[src/rtl/svf_voice_if.sv]
// Voice-side bundle of the time-multiplexed state-variable filter:
// per-voice audio and coefficients in, per-voice filter taps and frame status out.
interface svf_voice_if #(
  parameter int NUM_VOICES = 3
);
  logic                     sample_valid;
  logic [NUM_VOICES*8-1:0]  voice_in;
  logic [NUM_VOICES*11-1:0] voice_alpha1;
  logic [NUM_VOICES*2-1:0]  voice_alpha2;
  logic [NUM_VOICES*8-1:0]  voice_hp;
  logic [NUM_VOICES*8-1:0]  voice_bp;
  logic [NUM_VOICES*8-1:0]  voice_lp;
  logic                     busy;
  logic                     frame_done;
  logic                     overrun;

  modport master (
    output sample_valid, voice_in, voice_alpha1, voice_alpha2,
    input  voice_hp, voice_bp, voice_lp, busy, frame_done, overrun
  );

  modport slave (
    input  sample_valid, voice_in, voice_alpha1, voice_alpha2,
    output voice_hp, voice_bp, voice_lp, busy, frame_done, overrun
  );
endinterface

[src/rtl/svf_voice_scheduler.sv]
// Chamberlin SVF shared across voices: one 16x12 multiplier, per-voice
// Q8.8 bp/lp state, three cycles (hp, bp, lp) per voice per frame.
module svf_voice_scheduler #(
  parameter int NUM_VOICES = 3
) (
  input logic       clk,
  input logic       rst,
  svf_voice_if.slave bus
);
  localparam int VW = (NUM_VOICES > 1) ? $clog2(NUM_VOICES) : 1;
  localparam logic [VW-1:0] LAST = VW'(NUM_VOICES - 1);

  localparam logic [1:0] S_IDLE = 2'd0;
  localparam logic [1:0] S_HP   = 2'd1;
  localparam logic [1:0] S_BP   = 2'd2;
  localparam logic [1:0] S_LP   = 2'd3;

  logic [1:0]          state;
  logic [VW-1:0]       vi;
  logic signed [15:0]  bp_st [NUM_VOICES];
  logic signed [15:0]  lp_st [NUM_VOICES];
  logic signed [7:0]   in_s  [NUM_VOICES];
  logic [10:0]         a1_s  [NUM_VOICES];
  logic [1:0]          a2_s  [NUM_VOICES];
  logic signed [15:0]  hp_r;
  logic signed [15:0]  bpn_r;
  logic [NUM_VOICES*8-1:0] hp_o;
  logic [NUM_VOICES*8-1:0] bp_o;
  logic [NUM_VOICES*8-1:0] lp_o;
  logic                busy_r;
  logic                done_r;
  logic                ovr_r;

  function automatic logic signed [17:0] ext18(input logic signed [15:0] x);
    return x;
  endfunction

  function automatic logic signed [15:0] sat16(input logic signed [17:0] x);
    if (x > 18'sd32767)
      return 16'sh7fff;
    else if (x < -18'sd32768)
      return 16'sh8000;
    else
      return x[15:0];
  endfunction

  logic signed [7:0]  cur_in;
  logic signed [15:0] cur_bp;
  logic signed [15:0] cur_lp;
  logic [10:0]        cur_a1;
  logic [1:0]         cur_a2;
  logic signed [17:0] qmul;
  logic signed [17:0] hp_sum;
  logic signed [15:0] mul_a;
  logic signed [27:0] prod;
  logic signed [15:0] f;
  logic signed [17:0] bp_sum;
  logic signed [17:0] lp_sum;

  // The single multiplier: its operand follows the step being executed.
  always_comb begin
    cur_in = in_s[vi];
    cur_bp = bp_st[vi];
    cur_lp = lp_st[vi];
    cur_a1 = a1_s[vi];
    cur_a2 = a2_s[vi];
    qmul   = '0;
    if (cur_a2[1]) qmul = qmul + ext18(cur_bp >>> 1);
    if (cur_a2[0]) qmul = qmul + ext18(cur_bp >>> 2);
    hp_sum = ext18({cur_in, 8'h00}) - ext18(cur_lp) - qmul;
    mul_a  = (state == S_BP) ? hp_r : bpn_r;
    prod   = mul_a * $signed({1'b0, cur_a1});
    f      = 16'(prod >>> 14);
    bp_sum = ext18(cur_bp) + ext18(f);
    lp_sum = ext18(cur_lp) + ext18(f);
  end

  always_ff @(posedge clk) begin
    if (rst) begin
      state  <= S_IDLE;
      vi     <= '0;
      hp_r   <= '0;
      bpn_r  <= '0;
      hp_o   <= '0;
      bp_o   <= '0;
      lp_o   <= '0;
      busy_r <= 1'b0;
      done_r <= 1'b0;
      ovr_r  <= 1'b0;
      for (int i = 0; i < NUM_VOICES; i++) begin
        bp_st[i] <= '0;
        lp_st[i] <= '0;
        in_s[i]  <= '0;
        a1_s[i]  <= '0;
        a2_s[i]  <= '0;
      end
    end else begin
      done_r <= 1'b0;
      ovr_r  <= bus.sample_valid && (state != S_IDLE);
      case (state)
        S_IDLE: begin
          if (bus.sample_valid) begin
            for (int i = 0; i < NUM_VOICES; i++) begin
              in_s[i] <= bus.voice_in[8*i +: 8];
              a1_s[i] <= bus.voice_alpha1[11*i +: 11];
              a2_s[i] <= bus.voice_alpha2[2*i +: 2];
            end
            busy_r <= 1'b1;
            vi     <= '0;
            state  <= S_HP;
          end
        end
        S_HP: begin
          hp_r  <= sat16(hp_sum);
          state <= S_BP;
        end
        S_BP: begin
          bpn_r <= sat16(bp_sum);
          state <= S_LP;
        end
        default: begin
          bp_st[vi] <= bpn_r;
          lp_st[vi] <= sat16(lp_sum);
          hp_o[8*int'(vi) +: 8] <= hp_r[15:8];
          bp_o[8*int'(vi) +: 8] <= bpn_r[15:8];
          lp_o[8*int'(vi) +: 8] <= sat16(lp_sum) >>> 8;
          if (vi == LAST) begin
            done_r <= 1'b1;
            busy_r <= 1'b0;
            state  <= S_IDLE;
          end else begin
            vi    <= vi + VW'(1);
            state <= S_HP;
          end
        end
      endcase
    end
  end

  assign bus.voice_hp   = hp_o;
  assign bus.voice_bp   = bp_o;
  assign bus.voice_lp   = lp_o;
  assign bus.busy       = busy_r;
  assign bus.frame_done = done_r;
  assign bus.overrun    = ovr_r;
endmodule

[src/flat_wrapper.sv]
// flat-port wrapper written by rule: the top's interface ports become plain ports
module svf_voice_scheduler_flat 
#(
  parameter int NUM_VOICES = 3
)
  (clk, rst, bus_sample_valid, bus_voice_in, bus_voice_alpha1, bus_voice_alpha2, bus_voice_hp, bus_voice_bp, bus_voice_lp, bus_busy, bus_frame_done, bus_overrun);
  svf_voice_if #(.NUM_VOICES(NUM_VOICES)) bus_i ();
  input logic clk;
  input logic rst;
  input wire logic [$bits(bus_i.sample_valid)-1:0] bus_sample_valid;
  input wire logic [$bits(bus_i.voice_in)-1:0] bus_voice_in;
  input wire logic [$bits(bus_i.voice_alpha1)-1:0] bus_voice_alpha1;
  input wire logic [$bits(bus_i.voice_alpha2)-1:0] bus_voice_alpha2;
  output wire logic [$bits(bus_i.voice_hp)-1:0] bus_voice_hp;
  output wire logic [$bits(bus_i.voice_bp)-1:0] bus_voice_bp;
  output wire logic [$bits(bus_i.voice_lp)-1:0] bus_voice_lp;
  output wire logic [$bits(bus_i.busy)-1:0] bus_busy;
  output wire logic [$bits(bus_i.frame_done)-1:0] bus_frame_done;
  output wire logic [$bits(bus_i.overrun)-1:0] bus_overrun;
  assign bus_i.sample_valid = bus_sample_valid;
  assign bus_i.voice_in = bus_voice_in;
  assign bus_i.voice_alpha1 = bus_voice_alpha1;
  assign bus_i.voice_alpha2 = bus_voice_alpha2;
  assign bus_voice_hp = bus_i.voice_hp;
  assign bus_voice_bp = bus_i.voice_bp;
  assign bus_voice_lp = bus_i.voice_lp;
  assign bus_busy = bus_i.busy;
  assign bus_frame_done = bus_i.frame_done;
  assign bus_overrun = bus_i.overrun;
  svf_voice_scheduler #(.NUM_VOICES(NUM_VOICES)) u_core (.clk(clk), .rst(rst), .bus(bus_i));
endmodule
[config.mk]
export PLATFORM = sky130hd
export DESIGN_NAME = svf_voice_scheduler_flat
export DESIGN_NICKNAME = d
export VERILOG_FILES = /design/src/rtl/svf_voice_if.sv /design/src/rtl/svf_voice_scheduler.sv /design/src/flat_wrapper.sv
export SDC_FILE = /design/constraint.sdc
export NUM_CORES = 1
export LEC_CHECK = 0
export CAP_MARGIN = 10
export CELL_PAD_IN_SITES_DETAIL_PLACEMENT = 1
export CELL_PAD_IN_SITES_GLOBAL_PLACEMENT = 1
export CORE_ASPECT_RATIO = 0.5
export CORE_UTILIZATION = 44
export DETAILED_ROUTE_END_ITERATION = 12
export PLACE_DENSITY = 0.88
export SKIP_CTS_REPAIR_TIMING = 1
export SLEW_MARGIN = 25
export SYNTH_ARGS = -nofsm -noshare
export SYNTH_HDL_FRONTEND = slang
export SYNTH_SLANG_ARGS = --single-unit
[constraint.sdc]
create_clock -name clk -period 10 [get_ports clk]
set_input_delay 1 -clock clk [delete_from_list [all_inputs] [get_ports clk]]
set_output_delay 1 -clock clk [all_outputs]
set_load 0.05 [all_outputs]
# After elaboration in Yosys (flattened, before gate mapping)
# Memory sizes are Yosys's and may differ from the RTL's. A register that Yosys moved wholly into a read port is not among the register bits.
# Index checks and enable logic that the tools add are counted.
[word_totals] regBits=111 ramBits=159 inputBits=66 out_inout_bits=75 word_cells=117 memories=5
[memory_table] name="u_core.bp_st" words=3 width=16 read_ports=1 rd_clocked_by_memory_dff=1 write_ports=3 line="svf_voice_scheduler.sv:20" source="logic signed [15:0] bp_st [NUM_VOICES];"
[memory_table] name="u_core.lp_st" words=3 width=16 read_ports=1 rd_clocked_by_memory_dff=1 write_ports=3 line="svf_voice_scheduler.sv:21" source="logic signed [15:0] lp_st [NUM_VOICES];"
[memory_table] name="u_core.a1_s" words=3 width=11 read_ports=1 rd_clocked_by_memory_dff=1 write_ports=3 line="svf_voice_scheduler.sv:23" source="logic [10:0] a1_s [NUM_VOICES];"
[memory_table] name="u_core.in_s" words=3 width=8 read_ports=1 rd_clocked_by_memory_dff=1 write_ports=3 line="svf_voice_scheduler.sv:22" source="logic signed [7:0] in_s [NUM_VOICES];"
[memory_table] name="u_core.a2_s" words=3 width=2 read_ports=1 rd_clocked_by_memory_dff=1 write_ports=3 line="svf_voice_scheduler.sv:24" source="logic [1:0] a2_s [NUM_VOICES];"
[classes] add_sub_neg=7 mul=1 magnitude_cmp=6 n_eq_ne=5 n_shift=4 mux=58 n_bitwise=10 n_reduce_logical=11
[op_table] op="$mux 16" n=11
[op_table] op="$shiftx 8x33->24" n=3
[op_table] op="$bwmux 24" n=3
[op_table] op="$gt 18x16->1 const B" n=3
[op_table] op="$lt 18x16->1 const B" n=3
[op_table] op="$mux 18" n=2
[op_table] op="$mux 2" n=18
[op_table] op="$add 16x14->17" n=2
[op_table] op="$mux 11" n=3
[op_table] op="$neg 5->33" n=1
[op_table] op="$shift 8x33->24 const A" n=1
[op_table] op="$reduce_or 16->1" n=2
[op_table] op="$mul 16x12->28" n=1
[op_table] op="$mux 8" n=3
[op_table] op="$add 18x14->18" n=1
[op_table] op="$sub 18x18->18" n=1
[op_table] op="$sub 16x16->17" n=1
[op_table] op="$mux 1" n=15
[op_table] op="$or 1x1->1" n=9
[op_table] op="$pmux 2 s3" n=1
[op_table] op="$reduce_and 3->1" n=2
[op_table] op="$eq 2x2->1 const B" n=2
[op_table] op="$ne 2x2->1 const B" n=2
[op_table] op="$pmux 2 s2" n=1
[op_table] op="10 further kinds" n=11

# Longest topological paths before layout
[logic_depth] depth_word=11 mapped_depth=43 depth_no_buf=37

# Worst setup path before layout
# OpenSTA, ideal clock, no wires.
[synth_timing] path_kind="reg2reg" from="reg (tool-made name)" to="mem u_core.lp_st[0][1], data pin" arrival_time_ps=10116 t_required_ps=9735 setup_slack_ps=-381 stages_incl_launch_ff=37 period_less_slack_ps=10381 path_cell_list="dfxtp_1 buf_4 buf_6 buf_4 buf_1 buf_1 mux2i_1 o21ai_1 clkbuf_1 nand2_1 fa_1 fa_1 fa_1 inv_1 fa_1 inv_1 fa_1 inv_1 ha_1 and3_1 a221o_1 a311o_1 nor2b_1 xnor2_1 ha_1 a21o_1 a21oi_1 o21bai_1 a2111o_1 a41oi_1 nor2_1 a21boi_0 o41ai_1 o21ai_2 buf_2 a21oi_1 nor2_1"
[synth_rtl] element="end: declaration" line="svf_voice_scheduler.sv:21"

# Worst setup path in the final report
[layout_timing] from="reg u_core.state[0]" to="reg u_core.bpn_r[1]"
[layout_via] elab_chain_len=7 elab_cells_between_ends=8 cone_classes="add/sub (1); mul (1); order compare (2); eq/ne (1); mux (3)"
[layout_lines] element="start: declaration" line="svf_voice_scheduler.sv:18" source="logic [1:0] state;"
[layout_lines] element="start signal: assignment" line="svf_voice_scheduler.sv:80" source="state <= S_IDLE;"
[layout_lines] element="start signal: assignment" line="svf_voice_scheduler.sv:110" source="state <= S_HP;"
[layout_lines] element="start signal: assignment" line="svf_voice_scheduler.sv:115" source="state <= S_BP;"
[layout_lines] element="$eq 2x2->1 *" line="svf_voice_scheduler.sv:71, svf_voice_scheduler.sv:100"
[layout_lines] element="$mux 16" line="svf_voice_scheduler.sv:71" source="mul_a = (state == S_BP) ? hp_r : bpn_r;"
[layout_lines] element="$mul 16x12->28" line="svf_voice_scheduler.sv:72" source="prod = mul_a * $signed({1'b0, cur_a1});"
[layout_lines] element="$add 16x14->17" line="svf_voice_scheduler.sv:74" source="bp_sum = ext18(cur_bp) + ext18(f);"
[layout_lines] element="$lt 18x16->1" line="svf_voice_scheduler.sv:41" source="else if (x < -18'sd32768)"
[layout_lines] element="$mux 16" line="svf_voice_scheduler.sv:41"
[layout_lines] element="$mux 16" line="svf_voice_scheduler.sv:39" source="if (x > 18'sd32767)"
[layout_lines] element="end signal: assignment" line="svf_voice_scheduler.sv:118" source="bpn_r <= sat16(bp_sum);"
[layout_lines] element="end: declaration" line="svf_voice_scheduler.sv:26" source="logic signed [15:0] bpn_r;"
# Mark *: on every way between the ends. The rest lies on a longest branch, timed or not.
# A chain may end at the register's enable or synchronous reset.

==> flow_summary_export.csv <==
group,metric,value,unit
critical_path,rr_worst_depth,37,
die,core_area,50440,sq um
layout,area_growth,15.48,%
clock_network,cts.sinks,304,
drt,postRouteAntennaNets,0,
critical_path,critPathSlowestCell,"fa_1",
critical_path,slowest_delay,550,ps
layout,nNetsFinal,2764,
timing,finalClockSkew,16.00,ps
drt,first_pass_iters,5,
layout,mostFrequentLayoutCell,"inv_1",
clock_network,cts_max_path_buffers,3,
grt,grt_pass1_vias,20000,
min_path,hold_path_depth,2,
timing,whs,508.5,ps
yosys,netlist_top_cells_area,"edfxtp_1 (25%), fa_1 (15%), dfxtp_1 (10%)",
min_path,min_from,"u_core.bus.voice_lp[22]",
grt,grt_use_total,0.2949,
layout,final_util,0.5168,
critical_path,path_common_cell,"fa_1",
yosys,synth.top_cell.area_share,0.2541,
yosys,synth-seq-cells,304,
critical_path,r2r-start,"u_core.state[0]",
drt,drtIter0Drc,2051,
drt,vias,19059,
yosys,ys_seq_area_frac,0.3544,
placement,place_hpwl,55830,um
timing,setup_ws,-373.2,ps
timing,maxSlewHeadroom,0.3925,
placement,numPlacedInstances,3041,
layout,layout_common_cells,"inv_1 (281), nor2_1 (210), nand2_1 (204), edfxtp_1 (191), fa_1 (163)",
yosys,synth_edf_count,191,
run_status,outcome,"complete, but fails checks",
die,start_util,0.4475,
layout,drive_gt1_frac,0.08895,
yosys,syn_nets,2624,
timing,slew_viol_final,0,
critical_path,crit_fanout,10,
timing,worst_pin_slew,911.2,ps
critical_path,endpoint_kind,"flip-flop",
grt,antenna_found_initial,3,
yosys,syn_area_per_cell,10.01,sq um
clock_network,cts_tree,"yes",
yosys,synth_cell_type_count,80,
yosys,yosysTopAreaCell,"edfxtp_1",
drt,routed_wirelength,83340,um
die,fp.dieArea,52260,sq um
clock_network,h-tree-depth,1,
layout,fin_cells,3110,
grt,grt-ovfl-total,0,
timing,min_period_over_period,1.037,
yosys,synth_ff_type,"edfxtp_1",
critical_path,critPathRequiredTime,10450,ps
grt,grt_max_degree,85,
timing,setup_tns,-21530,ps
clock_network,clk_latency,590,ps
yosys,syn_area,22570,sq um
timing,clock.fmax,96.40,MHz
yosys,synthCells,2254,
drt,drc,0,
critical_path,arrival,10820,ps
timing,hold_violations,0,
drt,vias_per_cell,6.128,
run_status,violations,"setup timing",
yosys,ys_warn_count,0,
placement,place_congestion,0.9463,
die,fp-row-count,58,
job,max_cap_viol_count,0,
critical_path,r2r-end,"u_core.bpn_r[1]",
clock_network,clk_pin_slew,70,ps
die,ios,141,
timing,fin_crit,10370,ps
placement,io_buffers,140,
clock_network,cts_buffers,29,
yosys,synthArstFlopShare,0,
min_path,min_path_type,"reg -> reg",
min_path,hold_path_end,"u_core.bus.voice_lp[22]",
drt,wl_per_cell,26.80,um
die,dieWidth,322.3,um
critical_path,path_buf_inv,8,
die,die_h,162.1,um
critical_path,cp-start-kind,"flip-flop",
critical_path,worstSetupPathType,"reg -> reg",
critical_path,path_delay_family,"adder cells",
grt,grt_pass1_wl,118200,um
critical_path,reg2reg_slack,-370,ps
timing,setup_violations,96,
clock_network,clock-root-buffer,"clkbuf_16",
-- synth_stat cells (21+ instances only) --
library cell  count
mux4_2           30
xor2_1           24
mux2i_1          40
a211oi_1         22
clkbuf_1         78
fa_1            164
a21oi_1          95
edfxtp_1        191
nor3_1           35
a22oi_1          52
nand2_1         206
nor2b_1          22
inv_1           282
dfxtp_1         113
nand2b_1         21
ha_1            140
o21ai_0          70
and3_1           40
nor2_1          216
xnor2_1          49
and2_1          112
-- worst max path at each step --
| stage | to | startpoint | cells past startpoint |
|---|---|---|---|
| 2_1_floorplan | u_core.lp_st[0][1] | flip-flop | 36 |
| 4_1_cts | u_core.bpn_r[5] | u_core.state[0] | 33 |
| 6_report | u_core.bpn_r[1] | u_core.state[0] | 37 |
| 3_5_place_dp | u_core.lp_st[0][6] | u_core.state[0] | 32 |
| 5_1_grt | u_core.bpn_r[1] | u_core.state[0] | 37 |
| 3_3_place_gp | u_core.bus.voice_lp[6] | u_core.state[0] | 35 |
-- per-stage QoR --
stage	worst slack (ps)	cell area, sq um
floorplan	68.20	22580
global placement	244.1	24860
detailed placement	-269.8	24860
CTS	-563.7	25720
global route	-550.4	26060
finish	-373.2	26060
-- registers in the layout (all words and copies together) (netlist names), named ones only --
register               count
u_core.bp_st              64
u_core.bus.voice_hp       24
u_core.bus.frame_done      1
u_core.bus.voice_bp       24
u_core.a1_s               33
u_core.hp_r               16
u_core.in_s               24
u_core.bus.voice_lp       24
u_core.a2_s                6
u_core.bus.overrun         1
u_core.vi                  2
u_core.bus.busy            1
u_core.lp_st              64
u_core.bpn_r              16
u_core.state               2
-- kinds of logic (layout without fill, tap and decap cells) --
family                     after synthesis  after routing  synth area share
muxes                                   89             89           0.05876
buffers and inverters                  383            546           0.06642
other                                    0              3                 0
and+or+nand+nor                        714            714            0.1515
DFF                                    304            304            0.3544
xor gates and xnor gates                75             75           0.03044
AOI/OAI and AO/OA                      380            380            0.1133
adders and majority gates              309            309            0.2253
-- layout make-up --
cell class              instances  area, sq um
flip-flops and latches        304         8005
diodes                          3        7.507
repair buffers                209         1962
clock buffers                  40        777.0
well taps                     690        863.3
inverters                     283         1062
clock inverters                14        83.83
multi-input cells            1567        13300
fillers                      5531        24370
-- routing by layer --
metal | GRT usage | routed length [um]
met5 | 0 | 0
met2 | 0.5033 | 39590
met4 | 0.1383 | 5377
met3 | 0.04140 | 7511
met1 | 0.3717 | 30860
-- worst min-delay path, stage by stage, from the launching register on --
cell	delay, ps
dfxtp_1	320
nand3b_1	80
o31ai_1	60
Power is not shown: default switching activity piles up to over one toggle a cycle in this logic, so the estimate is an artifact.
==> edit 1: new RTL, config.mk and constraints unchanged <==
`NUM_VOICES` is set to 3 in 3 places; all go to 2.
--- a/src/rtl/svf_voice_if.sv
+++ b/src/rtl/svf_voice_if.sv
@@ -1,7 +1,7 @@
 // Voice-side bundle of the time-multiplexed state-variable filter:
 // per-voice audio and coefficients in, per-voice filter taps and frame status out.
 interface svf_voice_if #(
-  parameter int NUM_VOICES = 3
+  parameter int NUM_VOICES = 2
 );
   logic                     sample_valid;
   logic [NUM_VOICES*8-1:0]  voice_in;
--- a/src/rtl/svf_voice_scheduler.sv
+++ b/src/rtl/svf_voice_scheduler.sv
@@ -1,7 +1,7 @@
 // Chamberlin SVF shared across voices: one 16x12 multiplier, per-voice
 // Q8.8 bp/lp state, three cycles (hp, bp, lp) per voice per frame.
 module svf_voice_scheduler #(
-  parameter int NUM_VOICES = 3
+  parameter int NUM_VOICES = 2
 ) (
   input logic       clk,
   input logic       rst,
--- a/src/flat_wrapper.sv
+++ b/src/flat_wrapper.sv
@@ -1,7 +1,7 @@
 // flat-port wrapper written by rule: the top's interface ports become plain ports
 module svf_voice_scheduler_flat 
 #(
-  parameter int NUM_VOICES = 3
+  parameter int NUM_VOICES = 2
 )
   (clk, rst, bus_sample_valid, bus_voice_in, bus_voice_alpha1, bus_voice_alpha2, bus_voice_hp, bus_voice_bp, bus_voice_lp, bus_busy, bus_frame_done, bus_overrun);
   svf_voice_if #(.NUM_VOICES(NUM_VOICES)) bus_i ();
Interface: changed (6 resized); port bits go from 141 to 96. The function was not compared with the original's and may differ.
==> edit 1 against the original RTL <==
Wire length fell by 27%; sequential cell count fell by 111; design area is 22% lower; non-clock buffer count fell by 78; highest routed layer unchanged; setup slack improved by 400 ps; largest cell class unchanged; critical path type unchanged; sequential share of layout area is 6.5 points lower; synthesized area shrank 21%; clock skew is 1.2 ps higher.
Power is left out: the tool's default activity adds up to more than one toggle a clock period on the data nets, which glitch-free logic cannot reach.
==> edit 1: results <==
metrics = {
    "outcome": {
        "status": "complete, no violations",
    },
    "sta": {
        "finalHoldWorstSlack_ps": 469,
        "setup-violations-final": 0,
        "worst_slew_pin_slew_ps": 1050,
        "fin_skew_ps": 17.2,
    },
    "logic_synthesis": {
        "yosys_register_bits": 193,
        "avgSynthCellArea_um2": 9.44,
        "synth_compound_area_share_pct": 13.5,
        "synth_warnings": 0,
        "yosys.area_share.xor_xnor_pct": 3.55,
        "yosysSeqAreaShare_pct": 27.5,
        "ys_types": 80,
        "synth-adder-area-share_pct": 27.8,
        "muxShareOfSynthArea_pct": 5.30,
        "async_reset_ff_share_pct": 0,
        "syn_nets": 2240,
        "ys.flop_type": "edfxtp_1",
        "synth_edf_count": 106,
        "synth_area_leaders": "fa_1 (18%), edfxtp_1 (18%), dfxtp_1 (9.7%), ha_1 (9.4%), inv_1 (5.6%)",
        "synthTopCellsByCount": "inv_1 (268), nand2_1 (188), fa_1 (164), ha_1 (134), nor2_1 (128)",
    },
    "setup_path": {
        "reg2reg_setup_slack_ps": 20,
        "critical_path_class": "register to register",
        "crit_family": "adder cells",
        "arrival_ps": 10190,
        "cp_max_fo": 29,
        "cp_slowest_cell": "fa_1",
        "cp_slowest_stage_delay_ps": 630,
        "crit_path_end_kind": "register",
        "r2r_start": "u_core.state[0]",
        "worstReg2RegEnd": "u_core.lp_st[1][0]",
        "r2r_cells": 36,
    },
    "grt": {
        "met3_usage_pct": 4.98,
        "grt_first_pass_wirelength_mm": 90.6,
        "grt_start_max_net_pins": 43,
        "antenna_found_initial": 0,
        "grtUsageMet2_pct": 50.1,
        "track_usage_pct": 28.8,
        "grt_pass1_vias": 15800,
        "met1_usage_pct": 35.6,
    },
    "placement": {
        "gp_congestion": 0.913,
        "io_buffers": 95,
        "hpwl_mm": 44.8,
    },
    "cells_and_area": {
        "final.fill_count": 4428,
        "fin_nets": 2327,
        "layoutNonFillerInstCount": 2527,
        "diodes": 0,
        "largestRegisters": "u_core.bp_st (32), u_core.lp_st (32), u_core.a1_s (22)",
        "layout-drive-gt1-share_pct": 8.66,
    },
    "route": {
        "wirelength_mm": 60.5,
        "vias": 15000,
        "drtIter0Drc": 1417,
        "first_pass_iters": 5,
    },
    "cts": {
        "clk_path_buf_depth": 2,
        "clk_latency_ps": 460,
        "numCtsBuffers": 17,
        "path_clk_slew_ps": 80,
        "cts-root-buf": "clkbuf_16",
        "h-tree-depth": 4,
    },
    "worst_hold_path": {
        "hold_depth": 1,
        "hold_class": "register to register",
    },
}
==> edit 1: cell families (layout without fill, tap and decap cells) <==
logic type / Yosys count / in the layout
adder cells (fa/ha/maj): 299 / 299
XOR/XNOR: 71 / 71
flip-flops: 193 / 193
AND/OR/NAND/NOR: 572 / 572
buffers and inverters: 332 / 432
multiplexers: 88 / 88
AO/OA/AOI/OAI: 342 / 342
==> edit 1: worst min-delay path by stage <==
stage,start,end
2_1_floorplan,u_core.hp_r[2],u_core.hp_r[2]
3_3_place_gp,u_core.bus.voice_bp[11],u_core.bus.voice_bp[11]
3_5_place_dp,u_core.bus.voice_bp[12],u_core.bus.voice_bp[12]
4_1_cts,u_core.bus.voice_lp[7],u_core.bus.voice_lp[7]
5_1_grt,u_core.bus.voice_lp[2],u_core.bus.voice_lp[2]
6_report,u_core.bus.voice_lp[7],u_core.bus.voice_lp[7]
==> edit 1: metrics by stage <==
step | setup TNS (ps) | instance area, um^2 | worst slack [ps]
2_1_floorplan | 0 | 17900 | 197
3_3_place_gp | 0 | 19500 | 414
3_5_place_dp | -724 | 19500 | -173
4_1_cts | -13780 | 20100 | -444
5_1_grt | -3220 | 20300 | -157
6_report | 0 | 20300 | 24.2
==> edit 1: metal layers <==
layer | routed length, um | vias to the layer above | share of wire, %
li1 | - | 6532 | -
met1 | 24100 | 7598 | 40
met2 | 29600 | 687 | 49
met3 | 4100 | 203 | 6.8
met4 | 2670 | 0 | 4.4
met5 | 0 | - | 0
==> edit 1: worst register-to-register path: cells and delay by family (launching register included) <==
family | cells | cell delay [ps]
buf+inv | 7 | 930
flops | 1 | 460
simple gates | 11 | 2400
xor+xnor | 1 | 460
fa+ha+maj | 8 | 3800
compound gates | 9 | 1680
==> edit 1: layout make-up <==
type                            count  area share, %
Clock buffer                       18           2.11
Sequential cell                   193           24.2
Timing Repair Buffer              131           6.15
Inverter                          269           4.97
Clock inverter                     14          0.905
Tap cell                          530           3.26
Multi-Input combinational cell   1372           58.4
==> edit 2: new RTL, same settings <==
Without the edit above. Reset style: asynchronous (`rst`), changed in one clocked block.
--- a/src/rtl/svf_voice_scheduler.sv
+++ b/src/rtl/svf_voice_scheduler.sv
@@ -75,7 +75,7 @@
     lp_sum = ext18(cur_lp) + ext18(f);
   end
 
-  always_ff @(posedge clk) begin
+  always_ff @(posedge clk or posedge rst) begin
     if (rst) begin
       state  <= S_IDLE;
       vi     <= '0;
Behaviour: differs if rst is asserted again (counterexample within 4 cycles, from zero or initial values and one cycle with rst high); with rst held inactive, the same outputs for 4 cycles.
==> edit 2 against the original RTL <==
Count of clock-buffer cells in the layout rose by 4; critical endpoint is now u_core.bpn_r[9]; the run still ends with negative setup slack left; sequential cell count fell by 34; synthesized area fell by 5.0%; synthesized cell count rose by 0.71%; wire length fell by 0.42%; first-iteration DRC count rose by 11%; design area fell by 4.6%; setup slack improved by 120 ps; utilization rose by 0.72 points; clock skew rose by 1.0 ps; die area fell by 4.9%; largest cell class unchanged; global-route usage rose by 0.84 points.
Power is not shown: default switching activity piles up to over one toggle a cycle in this logic, so the estimate is an artifact.
==> edit 2: results <==
metrics = {
    "setup_path": {
        "cp_max_fo": 22,
        "arrival_ps": 10700,
        "cp_slowest_cell": "fa_1",
        "r2r_start": "u_core.state[0]",
        "cp_slowest_stage_delay_ps": 550,
        "crit_family": "adder cells",
        "cp-start-kind": "register",
    },
    "route": {
        "via_per_inst": 6.29,
        "first_pass_iters": 6,
        "wl_per_cell_um": 27.1,
        "drtIter0Drc": 2277,
        "remaining_drc_errors": 0,
    },
    "cells_and_area": {
        "fin_nets": 2764,
        "largestRegisters": "u_core.bp_st (48), u_core.lp_st (48), u_core.a1_s (33)",
        "layout-drive-gt1-share_pct": 10.7,
    },
    "logic_synthesis": {
        "syn_nets": 2635,
        "synth_area_leaders": "dfrtp_1 (32%), fa_1 (15%), ha_1 (7.9%), nand2_1 (5.8%), mux2_2 (5.2%)",
        "ys_types": 78,
        "synth_edf_count": 0,
        "synthTopCellsByCount": "nand2_1 (331), dfrtp_1 (270), inv_1 (266), fa_1 (164), o21ai_0 (145)",
        "yosysSeqAreaShare_pct": 31.5,
        "async_reset_ff_share_pct": 100,
        "synth_warnings": 0,
    },
    "placement": {
        "io_buffers": 140,
        "gp_congestion": 0.946,
        "dpl_cell_area_um2": 23600,
        "hpwl_mm": 52.2,
        "place_ws_ps": -78.4,
    },
    "grt": {
        "grt_pass1_vias": 20300,
        "antenna_found_initial": 2,
        "track_usage_pct": 30.3,
        "grt_first_pass_wirelength_mm": 117,
        "grt_start_max_net_pins": 116,
    },
    "cts": {
        "clk_path_buf_depth": 3,
        "h-tree-depth": 1,
        "cts-root-buf": "clkbuf_16",
        "numCtsBuffers": 28,
        "path_clk_slew_ps": 70,
        "clk_latency_ps": 590,
    },
    "sta": {
        "worst_slew_pin_slew_ps": 1100,
        "fin_skew_ps": 17.0,
        "setup-violations-final": 13,
        "fin_ws_ps": -250,
    },
    "worst_hold_path": {
        "hold_class": "register to register",
        "min_from": "u_core.lp_st[47]",
    },
    "outcome": {
        "status": "complete, but fails checks",
        "violations": "negative setup slack",
    },
}
## edit 2: final timing paths
check                                     endpoint  slack [ps]  depth (start not counted)
max                                u_core.bpn_r[9]        -250                         40
min                               u_core.lp_st[47]         480                          2
max reg2reg                        u_core.bpn_r[9]        -250                         40
min reg2reg                       u_core.lp_st[47]         480                          2
max in group asynchronous         u_core.lp_st[42]        7660                          3
min in group asynchronous  u_core.bus.voice_hp[20]        1000                          2
## edit 2: cell families (layout without fill, tap and decap cells)
| family | Yosys count | in the layout | share of synthesized area, % |
|---|---|---|---|
| AOI/OAI and AO/OA | 507 | 507 | 15.0 |
| xor gates and xnor gates | 77 | 77 | 3.18 |
| adders and majority gates | 300 | 300 | 23.2 |
| buffers and inverters | 366 | 515 | 6.57 |
| DFF | 270 | 270 | 31.5 |
| muxes | 163 | 163 | 8.23 |
| other | 0 | 2 | 0 |
| and+or+nand+nor | 587 | 588 | 12.3 |
## edit 2: tightest hold or removal path: stages (launching register included)
cell and delay (ps):
dfrtp_1 340, nand2_1 40, o21ai_0 60
## edit 2: layout make-up
type	count	area (um^2)
inverter	268	1010
antenna	2	5.00
multi-input combinational	1635	13500
clock buffer	44	872
sequential	270	6760
clock inverter	7	70.1
tap	638	798
timing repair buffer	196	1850
fill	5257	22600
## edit 2: layer usage
layer	share of wire, %	global-route usage, %	vias up
met3	9.4	5.96	417
li1	-	-	7877
met2	47	51.4	1189
met5	0	0	-
met1	38	38.3	9775
met4	6.0	11.9	0
## edit 2: per-stage QoR
stage,setup TNS (ps),instances,utilization [%]
after floorplan,0,2270,-
after global placement,0,2995,49.8
after detailed placement,-354,2995,49.8
after CTS,-12130,3046,51.8
after global routing,-15390,3059,52.4
final,-1970,3060,52.4
